## config.mk

```make
export PLATFORM = sky130hd
export DESIGN_NAME = serial_subtractor_flat
export DESIGN_NICKNAME = d
export VERILOG_FILES = /design/src/rtl/serial_subtractor_pkg.sv /design/src/rtl/serial_subtractor_if.sv /design/src/rtl/serial_subtractor_full_subtractor.sv /design/src/rtl/serial_subtractor.sv /design/src/flat_wrapper.sv
export SDC_FILE = /design/constraint.sdc
export NUM_CORES = 1
export LEC_CHECK = 0
export CAP_MARGIN = 40
export CORE_MARGIN = 3
export CORE_UTILIZATION = 51
export CTS_CLUSTER_DIAMETER = 150
export DETAILED_ROUTE_END_ITERATION = 7
export PLACE_DENSITY_LB_ADDON = 0.15
export SYNTH_ARGS = -nofsm -noshare
export SYNTH_HDL_FRONTEND = slang
export SYNTH_SLANG_ARGS = --single-unit
```

## constraint.sdc

```tcl
create_clock -name clk -period 1.8 [get_ports clk]
set_input_delay 0.36 -clock clk [delete_from_list [all_inputs] [get_ports clk]]
set_output_delay 0.36 -clock clk [all_outputs]
set_load 0.03 [all_outputs]
```

## src/rtl/serial_subtractor_pkg.sv

```systemverilog
// Shared types and defaults for the bit-serial subtractor.
// Optional signed-overflow output is enabled by defining SERIAL_SUBTRACTOR_OVF_EN.
package serial_subtractor_pkg;

  localparam int DEFAULT_WIDTH = 8;

  typedef enum logic [1:0] {
    IDLE  = 2'd0,
    SHIFT = 2'd1,
    DONE  = 2'd2
  } sub_state_t;

endpackage

```

## src/rtl/serial_subtractor_if.sv

```systemverilog
// Start/busy/done handshake and operand/result bus of the serial subtractor.
// The ovf wire exists only when SERIAL_SUBTRACTOR_OVF_EN is defined.
interface serial_subtractor_if #(
  parameter int WIDTH = serial_subtractor_pkg::DEFAULT_WIDTH
);

  logic             start;
  logic [WIDTH-1:0] a;
  logic [WIDTH-1:0] b;
  logic             busy;
  logic             done;
  logic [WIDTH-1:0] diff;
  logic             borrow;
`ifdef SERIAL_SUBTRACTOR_OVF_EN
  logic             ovf;

  modport master (output start, a, b, input busy, done, diff, borrow, ovf);
  modport slave  (input start, a, b, output busy, done, diff, borrow, ovf);
`else
  modport master (output start, a, b, input busy, done, diff, borrow);
  modport slave  (input start, a, b, output busy, done, diff, borrow);
`endif

endinterface

```

## src/rtl/serial_subtractor_full_subtractor.sv

```systemverilog
// One-bit full subtractor cell: d = x - y - bin, with borrow out.
module full_subtractor (
  input  logic x,
  input  logic y,
  input  logic bin,
  output logic d,
  output logic bout
);

  assign d    = x ^ y ^ bin;
  assign bout = (~x & y) | (~(x ^ y) & bin);

endmodule

```

## src/rtl/serial_subtractor.sv

```systemverilog
// Bit-serial a - b, LSB first, one bit per clock through a single full-subtractor cell.
// Define SERIAL_SUBTRACTOR_OVF_EN to add the signed-overflow result bit.
module serial_subtractor
  import serial_subtractor_pkg::*;
#(
  parameter int WIDTH = DEFAULT_WIDTH  // must be >= 2
) (
  input logic                clk,
  input logic                rst,
  serial_subtractor_if.slave bus
);

  localparam int CW = $clog2(WIDTH);

  localparam logic [1:0] ST_IDLE  = IDLE;
  localparam logic [1:0] ST_SHIFT = SHIFT;
  localparam logic [1:0] ST_DONE  = DONE;

  logic [1:0]       state;
  logic [WIDTH-1:0] sa;
  logic [WIDTH-1:0] sb;
  logic [WIDTH-1:0] sd;
  logic             bq;
  logic [CW-1:0]    cnt;
  logic [WIDTH-1:0] diff_q;
  logic             borrow_q;
  logic             d;
  logic             bn;

  full_subtractor u_cell (
    .x    (sa[0]),
    .y    (sb[0]),
    .bin  (bq),
    .d    (d),
    .bout (bn)
  );

`ifdef SERIAL_SUBTRACTOR_OVF_EN
  // Operand MSBs are shifted out of sa/sb, so keep copies for the overflow term.
  logic a_msb;
  logic b_msb;
  logic ovf_q;

  always_ff @(posedge clk) begin
    if (rst) begin
      a_msb <= 1'b0;
      b_msb <= 1'b0;
      ovf_q <= 1'b0;
    end else if (state == ST_IDLE && bus.start) begin
      a_msb <= bus.a[WIDTH-1];
      b_msb <= bus.b[WIDTH-1];
    end else if (state == ST_SHIFT && cnt == CW'(WIDTH - 1)) begin
      ovf_q <= (a_msb ^ b_msb) & (a_msb ^ d);
    end
  end

  assign bus.ovf = ovf_q;
`endif

  // NOTE: all state here is updated with non-blocking assignments so every
  // register samples the pre-edge values of its neighbours (sa/sb/sd shift together).
  always_ff @(posedge clk) begin
    if (rst) begin
      state    <= ST_IDLE;
      sa       <= '0;
      sb       <= '0;
      sd       <= '0;
      bq       <= 1'b0;
      cnt      <= '0;
      diff_q   <= '0;
      borrow_q <= 1'b0;
    end else begin
      case (state)
        ST_IDLE: begin
          if (bus.start) begin
            sa    <= bus.a;
            sb    <= bus.b;
            bq    <= 1'b0;
            cnt   <= '0;
            state <= ST_SHIFT;
          end
        end
        ST_SHIFT: begin
          sd  <= {d, sd[WIDTH-1:1]};
          sa  <= {1'b0, sa[WIDTH-1:1]};
          sb  <= {1'b0, sb[WIDTH-1:1]};
          bq  <= bn;
          cnt <= cnt + 1'b1;
          if (cnt == CW'(WIDTH - 1)) begin
            // Result registers load on the edge into DONE so they are valid while done is high.
            diff_q   <= {d, sd[WIDTH-1:1]};
            borrow_q <= bn;
            state    <= ST_DONE;
          end
        end
        ST_DONE: state <= ST_IDLE;
        default: state <= ST_IDLE;
      endcase
    end
  end

  assign bus.busy   = (state != ST_IDLE);
  assign bus.done   = (state == ST_DONE);
  assign bus.diff   = diff_q;
  assign bus.borrow = borrow_q;

endmodule

```

## src/flat_wrapper.sv

```systemverilog
// flat-port wrapper written by rule: the top's interface ports become plain ports
module serial_subtractor_flat import serial_subtractor_pkg::*;
#(
  parameter int WIDTH = DEFAULT_WIDTH                 
)
  (clk, rst, bus_start, bus_a, bus_b, bus_busy, bus_done, bus_diff, bus_borrow);
  serial_subtractor_if #(.WIDTH(WIDTH)) bus_i ();
  input logic clk;
  input logic rst;
  input wire logic [$bits(bus_i.start)-1:0] bus_start;
  input wire logic [$bits(bus_i.a)-1:0] bus_a;
  input wire logic [$bits(bus_i.b)-1:0] bus_b;
  output wire logic [$bits(bus_i.busy)-1:0] bus_busy;
  output wire logic [$bits(bus_i.done)-1:0] bus_done;
  output wire logic [$bits(bus_i.diff)-1:0] bus_diff;
  output wire logic [$bits(bus_i.borrow)-1:0] bus_borrow;
  assign bus_i.start = bus_start;
  assign bus_i.a = bus_a;
  assign bus_i.b = bus_b;
  assign bus_busy = bus_i.busy;
  assign bus_done = bus_i.done;
  assign bus_diff = bus_i.diff;
  assign bus_borrow = bus_i.borrow;
  serial_subtractor #(.WIDTH(WIDTH)) u_core (.clk(clk), .rst(rst), .bus(bus_i));
endmodule
```

Word-level counts from Yosys, hierarchy flattened
Index checks and enable logic that the tools add are counted.
{"block": "totals", "ff_bits": 39, "latch_bits": 0, "ramBits": 0, "rom_bits": 0, "input_bits": 19, "out_inout_bits": 11, "mem_count": 0}
{"block": "op_classes", "addsub": 1, "mul": 0, "div": 0, "n_lt_le_gt_ge": 0, "n_eq_ne": 5, "shift": 0, "mux": 11, "bitwise": 7, "n_reduce_logical": 6}
{"cell": "8-bit case mux with 2 select lines", "n": 2}
{"cell": "8-bit 2-to-1 mux", "n": 2}
{"cell": "3-bit case mux with 2 select lines", "n": 1}
{"cell": "2-bit AND reduction", "n": 3}
{"cell": "2-bit 2-to-1 mux", "n": 2}
{"cell": "2-bit case mux with 2 select lines", "n": 1}
{"cell": "2-bit nonzero test", "n": 2}
{"cell": "3-bit by 1-bit adder with 3-bit output (second input constant)", "n": 1}
{"cell": "3-bit equality test (second input constant)", "n": 1}
{"cell": "3-bit 2-to-1 mux", "n": 1}
{"cell": "1-bit AND", "n": 2}
{"cell": "2-bit by 1-bit equality test with 1-bit output (second input constant)", "n": 1}
{"cell": "2-bit equality test (second input constant)", "n": 1}
{"cell": "2-bit zero test", "n": 1}
{"cell": "2-bit by 1-bit inequality test with 1-bit output (second input constant)", "n": 1}
{"cell": "2-bit inequality test (second input constant)", "n": 1}
{"cell": "1-bit inverter", "n": 2}
{"cell": "1-bit case mux with 2 select lines", "n": 1}
{"cell": "1-bit XOR", "n": 2}
{"cell": "1-bit 2-to-1 mux", "n": 1}
{"cell": "1-bit bitwise OR", "n": 1}

Depth between registers and ports, before layout
Gate-level depths: netlist (run 1).
{"block": "depth", "depth_word": 5, "ltp_mapped": 6, "mapped_depth_nobuf": 5}

Cells and area by module
From an unflattened synthesis (run 1), not the netlist that was laid out.
{"block": "unflattened", "hier_cells": 174, "hier_area_um2": 1621.6}
{"mod": "serial_subtractor", "n_inst": 1, "cells_each": 170, "area_each_um2": 1590.3, "seq_area_each_um2": 760.7}
{"mod": "full_subtractor", "n_inst": 1, "cells_each": 4, "area_each_um2": 31.3, "seq_area_each_um2": 0.0}

Worst setup path before layout (run 1)
Ideal clock, no wire load.
{"block": "synth_path", "path_type": "register to output", "from": "register u_core.state[0]", "to": "output bus_done", "t_arrival_ps": 1046, "t_required_ps": 1440, "path_slack_ps": 394, "stages_incl_launch_ff": 4, "n_path_buf": 2, "path_cell_list": "dfxtp_1 buf_6 buf_2 nor2b_1"}
{"block": "synth_between", "elab_chain_len": 1}
{"element": "start: declaration", "line_no": "serial_subtractor.sv:19", "rtl": "logic [1:0] state;"}
{"element": "start signal: assignment", "line_no": "serial_subtractor.sv:64", "rtl": "state <= ST_IDLE;"}
{"element": "start signal: assignment", "line_no": "serial_subtractor.sv:80", "rtl": "state <= ST_SHIFT;"}
{"element": "start signal: assignment", "line_no": "serial_subtractor.sv:93", "rtl": "state <= ST_DONE;"}
{"element": "2-bit equality test", "line_no": "serial_subtractor.sv:103", "rtl": "assign bus.done = (state == ST_DONE);"}
{"element": "end: declaration", "line_no": "flat_wrapper.sv:14", "rtl": "output wire logic [$bits(bus_i.done)-1:0] bus_done;"}
No other way between the ends.

Worst setup path in the final report (run 1)
{"block": "layout_path", "from": "register u_core.state[0]", "to": "output bus_busy"}
{"block": "layout_between", "elab_chain_len": 1}
{"element": "2-bit nonzero test", "line_no": "serial_subtractor.sv:102", "rtl": "assign bus.busy = (state != ST_IDLE);"}
{"element": "end: declaration", "line_no": "flat_wrapper.sv:13", "rtl": "output wire logic [$bits(bus_i.busy)-1:0] bus_busy;"}
No other way between the ends.

==> results of run 1 <==
-- final cells by class --
cell class / count / area share
Tap cell: 42 / 0.02643
Clock buffer: 6 / 0.02580
Multi-Input combinational cell: 116 / 0.3826
Timing Repair Buffer: 32 / 0.1617
Sequential cell: 38 / 0.3826
Clock inverter: 1 / 0.01510
Inverter: 3 / 0.005664
-- metal layers --
metal,wire (um),share of wire,vias up,GRT usage
li1,-,-,629,-
met1,1348,0.48,561,0.1845
met2,1318,0.47,26,0.2702
met3,141,0.050,2,0.05946
met4,14,0.0050,0,0.04959
met5,0,0,-,0
-- logic make-up (layout without fill, tap and decap cells) --
| group | count (synthesis) | after routing | synth area share |
|---|---|---|---|
| mux | 15 | 15 | 0.09295 |
| simple gates | 60 | 60 | 0.1573 |
| flops | 38 | 38 | 0.4710 |
| compound gates | 38 | 38 | 0.1929 |
| buf+inv | 16 | 42 | 0.05809 |
| fa+ha+maj | 3 | 3 | 0.02788 |
-- cell usage in the layout, fill, tap and decap left out, types with 2 or more instances in the layout --
| master | n |
|---|---|
| ha_1 | 2 |
| mux2i_1 | 15 |
| nor2_1 | 22 |
| dfxtp_1 | 38 |
| a211oi_2 | 10 |
| a211oi_1 | 6 |
| inv_1 | 3 |
| nand2_1 | 30 |
| a21oi_1 | 15 |
| buf_4 | 3 |
| a22oi_1 | 4 |
| clkbuf_4 | 5 |
| clkdlybuf4s50_1 | 27 |
-- sequential cells by signal, indices dropped and copies added (netlist names) --
signal	flops
u_core.sd	7
u_core.bus.borrow	1
u_core.bus.diff	8
u_core.bq	1
u_core.sa	8
u_core.state	2
u_core.cnt	3
u_core.sb	8
-- worst min-delay path by stage --
stage | from | cells after the start | slack, ns | endpoint
3_3_place_gp | u_core.bus.diff[2] | 2 | 0.44 | u_core.bus.diff[2]
2_1_floorplan | u_core.sd[1] | 2 | 0.43 | u_core.bus.diff[0]
4_1_cts | u_core.sd[1] | 2 | 0.46 | u_core.bus.diff[0]
3_5_place_dp | u_core.sd[1] | 2 | 0.45 | u_core.bus.diff[0]
5_1_grt | u_core.bus.diff[3] | 2 | 0.49 | u_core.bus.diff[3]
6_report | u_core.bus.diff[3] | 2 | 0.46 | u_core.bus.diff[3]
-- metrics by stage --
stage | setup WS [ns] | instances | power (mW) | cell area [um2] | util
6_report | 0.08333 | 238 | 1.685 | 1988 | 0.6912
5_1_grt | 0.007231 | 238 | 1.771 | 1988 | 0.6912
4_1_cts | 0.05835 | 238 | 1.705 | 1988 | 0.6912
3_5_place_dp | 0.06795 | 231 | 1.130 | 1908 | 0.6633
3_3_place_gp | 0.1528 | 231 | 1.121 | 1908 | 0.6633
2_1_floorplan | 0.3941 | 170 | 1.070 | 1615 | -
-- worst reg2reg max path: cells and delay by family, from the launching register on --
| kind | cells | cell delay, ns |
|---|---|---|
| AO/OA/AOI/OAI | 2 | 0.70 |
| flip-flops | 1 | 0.34 |
| buffers and inverters | 1 | 0.32 |
| AND/OR/NAND/NOR | 1 | 0.09 |
-- what timing repair did --
action,4_1_cts,5_1_grt
endpoints found under the setup margin,1,0
endpoints found under the hold margin,0,0
resized for setup,1,0
-- power by group --
group / leakage, nW / total, mW / internal (mW) / switching (mW)
Combinational: 0.386 / 0.208 / 0.105 / 0.104
Sequential: 0.311 / 0.900 / 0.879 / 0.0214
Clock: 0.0443 / 0.577 / 0.323 / 0.253
==> impl_metrics.py, run 1 <==
metrics = {
    "outcome": {
        "status": "completed",
    },
    "global_route": {
        "first_global_vias": 1194,
        "grt_max_degree": 39,
        "gr-total-overflow": 0,
        "grt_pass1_wl_um": 5037,
        "antenna_found_initial": 0,
        "grt_util_all_layers": 0.1586,
    },
    "worst_setup_path": {
        "worst-setup-path-type": "flop to output pin",
        "r2r-start": "u_core.state[0]",
        "reg2regPathDepth": 4,
        "worstReg2RegEnd": "u_core.sa[2]",
        "worst-path-buf-inv": 2,
        "cp.depth": 3,
        "cp.required_ns": 1.44,
        "crit_slowest_cell": "dfxtp_1",
        "setup.worst_path.start": "u_core.state[0]",
        "r2r_setup_slack_ns": 0.28,
        "crit_path_end": "bus_busy",
        "slowest_delay_ns": 0.32,
        "crit_top_cell": "buf_4",
        "start_kind": "flop",
        "crit_family": "buffers and inverters",
        "cp-end-kind": "output pin",
        "path_cells": "buf_4 -> or2_2 -> buf_4",
        "cp.arrival_ns": 1.36,
        "critPathMaxFanout": 23,
    },
    "yosys": {
        "synth_area_leaders": "dfxtp_1 (47%), mux2i_1 (9.3%), a211oi_2 (7.7%)",
        "synth.cell_area_um2": 1615,
        "synth_ff_type": "dfxtp_1",
        "yosysTopAreaCell": "dfxtp_1",
        "yosys-top-cells-count": "dfxtp_1 (38), nand2_1 (30), nor2_1 (22)",
        "ys_types": 26,
        "synth_cells": 170,
        "synthArstFlopShare": 0,
        "syn_avg_cell_area_um2": 9.502,
        "ys_ff_latch": 38,
        "synth-seq-area-share": 0.4710,
        "synth_nets": 192,
        "yosys_warnings": 0,
        "yosysTopAreaCellShare": 0.4710,
        "synth_edf_count": 0,
        "yosysMostFrequentCell": "dfxtp_1",
    },
    "finish": {
        "n_fill_cell": 237,
        "antenna_cells": 0,
        "multi_input_comb_area_um2": 760.7,
        "nets": 218,
        "syn_to_final_growth_pct": 23.08,
        "layout-drive-gt1-share": 0.1276,
        "regArea_um2": 760.7,
    },
    "clock_network": {
        "cts.sinks": 38,
        "insertion_delay_ns": 0.33,
        "clk_pin_slew_worst_paths_ns": 0.10,
        "cts_root_buf": "clkbuf_4",
        "cts_tree": "yes",
        "cts_htree_levels": 2,
        "holdBufCountCts": 0,
        "cts_max_path_buffers": 2,
        "cts_buffers": 5,
        "post_cts_buffers": 0,
    },
    "routing": {
        "route.vias.total": 1218,
        "routedWlPerCell_um": 11.86,
        "routed_wl_um": 2823,
        "dr.pass1.iters": 4,
        "ant_nets": 0,
        "avgViaCountPerCell": 5.118,
        "drcViolationCount": 0,
        "drt-initial-drc-count": 32,
    },
    "die": {
        "start_util": 0.5615,
        "rows": 19,
        "die_w_um": 62.28,
        "fp.dieArea_um2": 3879,
        "die_y_um": 62.28,
        "core-area_um2": 2877,
        "ios": 30,
    },
    "sta": {
        "skew_ns": 0.005490,
        "hold_violations": 0,
        "worstMarginPinSlew_ns": 0.3960,
        "holdWs_ns": 0.4596,
        "rsz0062_at_grt": "no",
        "setup_viol": 0,
        "min_period_over_period": 0.9537,
        "fmax_mhz": 582.5,
        "slew_headroom": 0.7360,
        "finalCriticalPeriod_ns": 1.717,
        "tns_ns": 0,
        "drv_slew": 0,
    },
    "placement": {
        "place.gp.congestion": 0.7497,
        "hpwl_um": 2003,
        "port_buffers": 29,
    },
    "flow_run": {
        "drv_cap": 0,
    },
    "power": {
        "peakVddDrop_mv": 0.5923,
        "power_density_nw_per_um2": 847.6,
        "p_leak_nw": 0.7411,
    },
    "hold_path": {
        "hold_class": "flop to flop",
    },
}
Power figures use the tool's default switching activity.
==> run 2, diff against run 1 <==
- ABC_AREA: default -> 1
- CORE_UTILIZATION: 51 -> 52
- SLEW_MARGIN: default -> 40
==> run 2 against run 1 <==
Net effect: register-to-register slack better by 0.02 ns; global-route usage rose by 1.5 points; area after synthesis rose by 8.4%; hold slack better by 0.0089 ns; flip-flop and latch count unchanged; largest cell class is now multi-input gates; critical endpoint is now bus_done; final cell count increased by 41%; clock skew decreased by 0.00058 ns; via count grew 27%; critical path type unchanged.
==> impl_metrics.py, run 2 <==
metrics = {
    "outcome": {
        "status": "completed",
    },
    "routing": {
        "met1Wirelength_um": 1580,
        "drcViolationCount": 0,
        "wl_met3_um": 123,
        "dr.pass1.iters": 4,
        "ant_nets": 0,
        "top_layer_used": "met4",
        "avgViaCountPerCell": 4.589,
        "wl_met2_um": 1395,
        "drt-initial-drc-count": 102,
        "routedWlPerCell_um": 9.402,
        "route.vias.total": 1542,
        "routed_wl_um": 3159,
    },
    "finish": {
        "layout-drive-gt1-share": 0.07877,
        "antenna_cells": 0,
        "layout_commonest_cell": "nand2_1",
        "regArea_um2": 760.7,
        "final_cell_mix": "nand2_1 (85), nor2_1 (55), dfxtp_1 (38)",
        "syn_to_final_growth_pct": 21.87,
        "multi_input_comb_area_um2": 797.0,
        "n_fill_cell": 282,
        "nets": 313,
    },
    "clock_network": {
        "cts_htree_levels": 2,
        "cts_max_path_buffers": 2,
        "cts_root_buf": "clkbuf_4",
        "cts_buffers": 5,
        "insertion_delay_ns": 0.33,
        "cts_tree": "yes",
        "cts.sinks": 38,
        "holdBufCountCts": 0,
        "ctsResizeCount": 1,
        "clk_pin_slew_worst_paths_ns": 0.10,
        "post_cts_buffers": 0,
    },
    "global_route": {
        "first_global_vias": 1304,
        "grt_util_all_layers": 0.1735,
        "grt_max_degree": 32,
        "antenna_found_initial": 0,
        "gr-total-overflow": 0,
        "grt_pass1_wl_um": 5595,
    },
    "yosys": {
        "synthArstFlopShare": 0,
        "syn_avg_cell_area_um2": 6.707,
        "synth_ff_type": "dfxtp_1",
        "synth_edf_count": 0,
        "synth_cells": 261,
        "yosysTopAreaCellShare": 0.4346,
        "yosys-top-cells-count": "nand2_1 (85), nor2_1 (55), dfxtp_1 (38)",
        "synth_nets": 283,
        "ys_ff_latch": 38,
        "yosysMostFrequentCell": "nand2_1",
        "yosys_warnings": 0,
        "yosysTopAreaCell": "dfxtp_1",
        "synth.cell_area_um2": 1750,
        "ys_types": 18,
        "synth_area_leaders": "dfxtp_1 (43%), nand2_1 (18%), nor2_1 (12%)",
        "synth-seq-area-share": 0.4346,
    },
    "die": {
        "start_util": 0.5596,
        "rows": 20,
        "core-area_um2": 3128,
        "fp.dieArea_um2": 4099,
        "die_y_um": 64.02,
        "ios": 30,
        "die_w_um": 64.02,
    },
    "placement": {
        "port_buffers": 29,
        "hpwl_um": 2201,
        "place.gp.congestion": 0.7282,
        "dp_slack_ns": 0.1608,
    },
    "worst_setup_path": {
        "start_kind": "flop",
        "cp.arrival_ns": 1.36,
        "cp-end-kind": "output pin",
        "critPathMaxFanout": 3,
        "crit_slowest_cell": "dfxtp_1",
        "path_cells": "inv_2 -> nor2_1 -> dlygate4sd2_1",
        "reg2regPathDepth": 8,
        "worst-setup-path-type": "flop to output pin",
        "cp.required_ns": 1.44,
        "slowest_delay_ns": 0.44,
    },
    "sta": {
        "slew_headroom": 0.7925,
        "skew_ns": 0.004905,
        "worstMarginPinSlew_ns": 0.3102,
        "setup_viol": 0,
        "worst_slack_ns": 0.07817,
        "hold_violations": 0,
        "min_period_over_period": 0.9566,
        "tns_ns": 0,
        "drv_slew": 0,
        "rsz0062_at_grt": "no",
        "fmax_mhz": 580.8,
        "finalCriticalPeriod_ns": 1.722,
    },
    "hold_path": {
        "hold_class": "flop to flop",
        "whs_path_depth": 2,
    },
    "power": {
        "peakVddDrop_mv": 0.4805,
        "power_density_nw_per_um2": 765.4,
        "p_leak_nw": 1.042,
    },
    "flow_run": {
        "drv_cap": 0,
    },
}
==> run 2: cell types whose count changed in the layout (fill, tap and decap cells not counted), sizes merged, moves of 4 or more <==
cell	delta
nand2	+56
nor2	+36
inv	+24
nand3	+20
a211oi	-16
mux2i	-15
a21oi	-9
o21ai	+9
buf	+5
a22oi	-4
==> run 2: through the flow <==
step / util / total power [mW] / cells / hold slack [ns] / area, um2
floorplan: - / 1.123 / 261 / 0.4353 / 1750
global placement: 0.6632 / 1.202 / 328 / 0.4574 / 2074
detailed placement: 0.6632 / 1.208 / 328 / 0.4549 / 2074
CTS: 0.6820 / 1.659 / 336 / 0.4721 / 2133
global route: 0.6820 / 1.734 / 336 / 0.4991 / 2133
finish: 0.6820 / 1.633 / 336 / 0.4685 / 2133
==> run 2: worst max-delay path, delay by kind of cell (launching register included) <==
family	cells	cell delay (ns)
flops	1	0.44
simple gates	1	0.13
buf+inv	2	0.46
==> run 2: path summary, 6_finish.rpt <==
check                  endpoint             from  slack, ns
max reg2reg        u_core.sb[0]  u_core.state[1]       0.30
max                    bus_done  u_core.state[1]       0.08
min reg2reg  u_core.bus.diff[5]     u_core.sd[6]       0.47
min          u_core.bus.diff[5]     u_core.sd[6]       0.47
==> run 2: area by class of cell <==
class	instances	share of cell area
Clock buffer	7	0.02581
Clock inverter	1	0.002346
Inverter	27	0.04751
Multi-Input combinational cell	182	0.3736
Sequential cell	38	0.3566
Tap cell	44	0.02581
Timing Repair Buffer	37	0.1683
==> run 2: power by group <==
part	switching, mW	internal, mW	total [mW]	leakage, nW
sequential	0.0268	0.892	0.919	0.312
clock	0.257	0.189	0.447	0.0353
combinational	0.147	0.121	0.268	0.695
==> run 2: kinds of logic after synthesis <==
group,Yosys count,synth area share
AND/OR/NAND/NOR,164,0.3803
flip-flops,38,0.4346
AO/OA/AOI/OAI,15,0.04933
buffers and inverters,41,0.1101
adder cells (fa/ha/maj),3,0.02573
==> run 2: metal layers <==
layer  vias to the layer above  GRT usage
met2                        26     0.2516
met5                         -          0
met1                       660     0.2363
met4                         0    0.08895
met3                         5    0.04394
li1                        851          -
==> run 3, diff against run 2 <==
- CELL_PAD_IN_SITES_DETAIL_PLACEMENT: default -> 0
- CELL_PAD_IN_SITES_GLOBAL_PLACEMENT: default -> 1
- CORE_UTILIZATION: 52 -> 36
==> run 3 against run 2 <==
Net effect: non-clock buffer count rose by 1; sequential share of layout area fell by 0.90 points; final area rose by 2.6%; count of clock-buffer cells in the layout fell by 2; critical path type unchanged.
==> impl_metrics.py, run 3 (synthesis gave the netlist of run 2 again) <==
metrics = {
    "outcome": {
        "status": "completed",
    },
    "placement": {
        "dp_slack_ns": 0.2486,
        "port_buffers": 29,
        "hpwl_um": 2388,
        "placedCellCount": 350,
        "place.gp.congestion": 0.7000,
        "placed_area_um2": 2108,
    },
    "die": {
        "die_y_um": 75.73,
        "rows": 24,
        "fp.dieArea_um2": 5735,
        "core-area_um2": 4534,
        "start_util": 0.3860,
        "ios": 30,
        "die_w_um": 75.73,
    },
    "routing": {
        "drcViolationCount": 0,
        "dr.pass1.iters": 4,
        "drt-initial-drc-count": 126,
        "ant_nets": 0,
        "routed_wl_um": 3647,
        "route.vias.total": 1535,
        "routedWlPerCell_um": 10.22,
        "avgViaCountPerCell": 4.300,
    },
    "worst_setup_path": {
        "cp.depth": 1,
        "cp-end-kind": "output pin",
        "critPathMaxFanout": 2,
        "slowest_delay_ns": 0.67,
        "crit_slowest_cell": "clkdlybuf4s50_1",
        "path_cells": "clkdlybuf4s50_1",
        "cp.arrival_ns": 1.29,
        "cp.required_ns": 1.44,
        "reg2regPathDepth": 7,
        "worst-setup-path-type": "flop to output pin",
        "start_kind": "flop",
        "crit_family": "buffers and inverters",
        "worst-path-buf-inv": 1,
    },
    "sta": {
        "skew_ns": 0.004691,
        "holdWs_ns": 0.4595,
        "slew_headroom": 0.7881,
        "fmax_mhz": 606.4,
        "min_period_over_period": 0.9162,
        "finalCriticalPeriod_ns": 1.649,
        "tns_ns": 0,
        "drv_slew": 0,
        "worst_slack_ns": 0.1508,
        "hold_violations": 0,
        "setup_viol": 0,
        "worstMarginPinSlew_ns": 0.3178,
        "rsz0062_at_grt": "no",
    },
    "finish": {
        "fin_area_um2": 2188,
        "multi_input_comb_area_um2": 799.5,
        "fin_cells": 357,
        "n_fill_cell": 484,
        "regArea_um2": 760.7,
        "layout-drive-gt1-share": 0.08562,
        "syn_to_final_growth_pct": 25.02,
        "antenna_cells": 0,
        "final_util": 0.4826,
        "layout_commonest_cell": "nand2_1",
        "final_cell_mix": "nand2_1 (85), nor2_1 (54), dfxtp_1 (38)",
        "nets": 314,
    },
    "flow_run": {
        "drv_cap": 0,
    },
    "global_route": {
        "gr-total-overflow": 0,
        "grt_pass1_wl_um": 6161,
        "antenna_found_initial": 0,
        "grt_util_all_layers": 0.1420,
        "grt_max_degree": 32,
        "first_global_vias": 1324,
    },
    "clock_network": {
        "clk_pin_slew_worst_paths_ns": 0.07,
        "cts_htree_levels": 2,
        "cts_buffers": 5,
        "cts_max_path_buffers": 2,
        "cts.sinks": 38,
        "holdBufCountCts": 0,
        "cts_tree": "yes",
        "insertion_delay_ns": 0.29,
        "post_cts_buffers": 0,
        "cts_root_buf": "clkbuf_8",
    },
    "power": {
        "peakVddDrop_mv": 0.3623,
        "p_leak_nw": 1.056,
        "power_density_nw_per_um2": 800.8,
        "total_power_mw": 1.752,
    },
    "hold_path": {
        "whs_path_depth": 2,
        "hold_class": "flop to flop",
    },
}
-- run 3: routing by layer --
| layer | routed length (um) | track usage |
|---|---|---|
| met3 | 163 | 0.04485 |
| met5 | 0 | 0 |
| met4 | 50 | 0.05243 |
| met2 | 1456 | 0.1927 |
| met1 | 1977 | 0.2082 |
-- run 3: final cells by class --
class,instances,share of cell area
multi-input combinational,182,0.3654
sequential,38,0.3476
timing repair buffer,38,0.1675
inverter,27,0.04631
tap,65,0.03716
clock buffer,5,0.03145
clock inverter,2,0.004574
-- run 3: repair_timing --
item,CTS,global route
gates cloned,0,0
setup endpoints to repair,1,1
resized for setup,1,1
endpoints found under the hold margin,0,0
-- run 3: final timing paths --
kind	from	to	slack (ns)
max	u_core.bus.diff[2]	bus_diff[2]	0.15
max reg2reg	u_core.state[0]	u_core.sa[0]	0.37
min	u_core.sb[7]	u_core.sb[7]	0.46
min reg2reg	u_core.sb[7]	u_core.sb[7]	0.46
-- run 3: report_power, final --
group | switching, mW | internal, mW | leakage [nW] | total (mW)
combinational | 0.152 | 0.123 | 0.701 | 0.275
sequential | 0.0283 | 0.892 | 0.312 | 0.920
clock | 0.297 | 0.260 | 0.0438 | 0.557
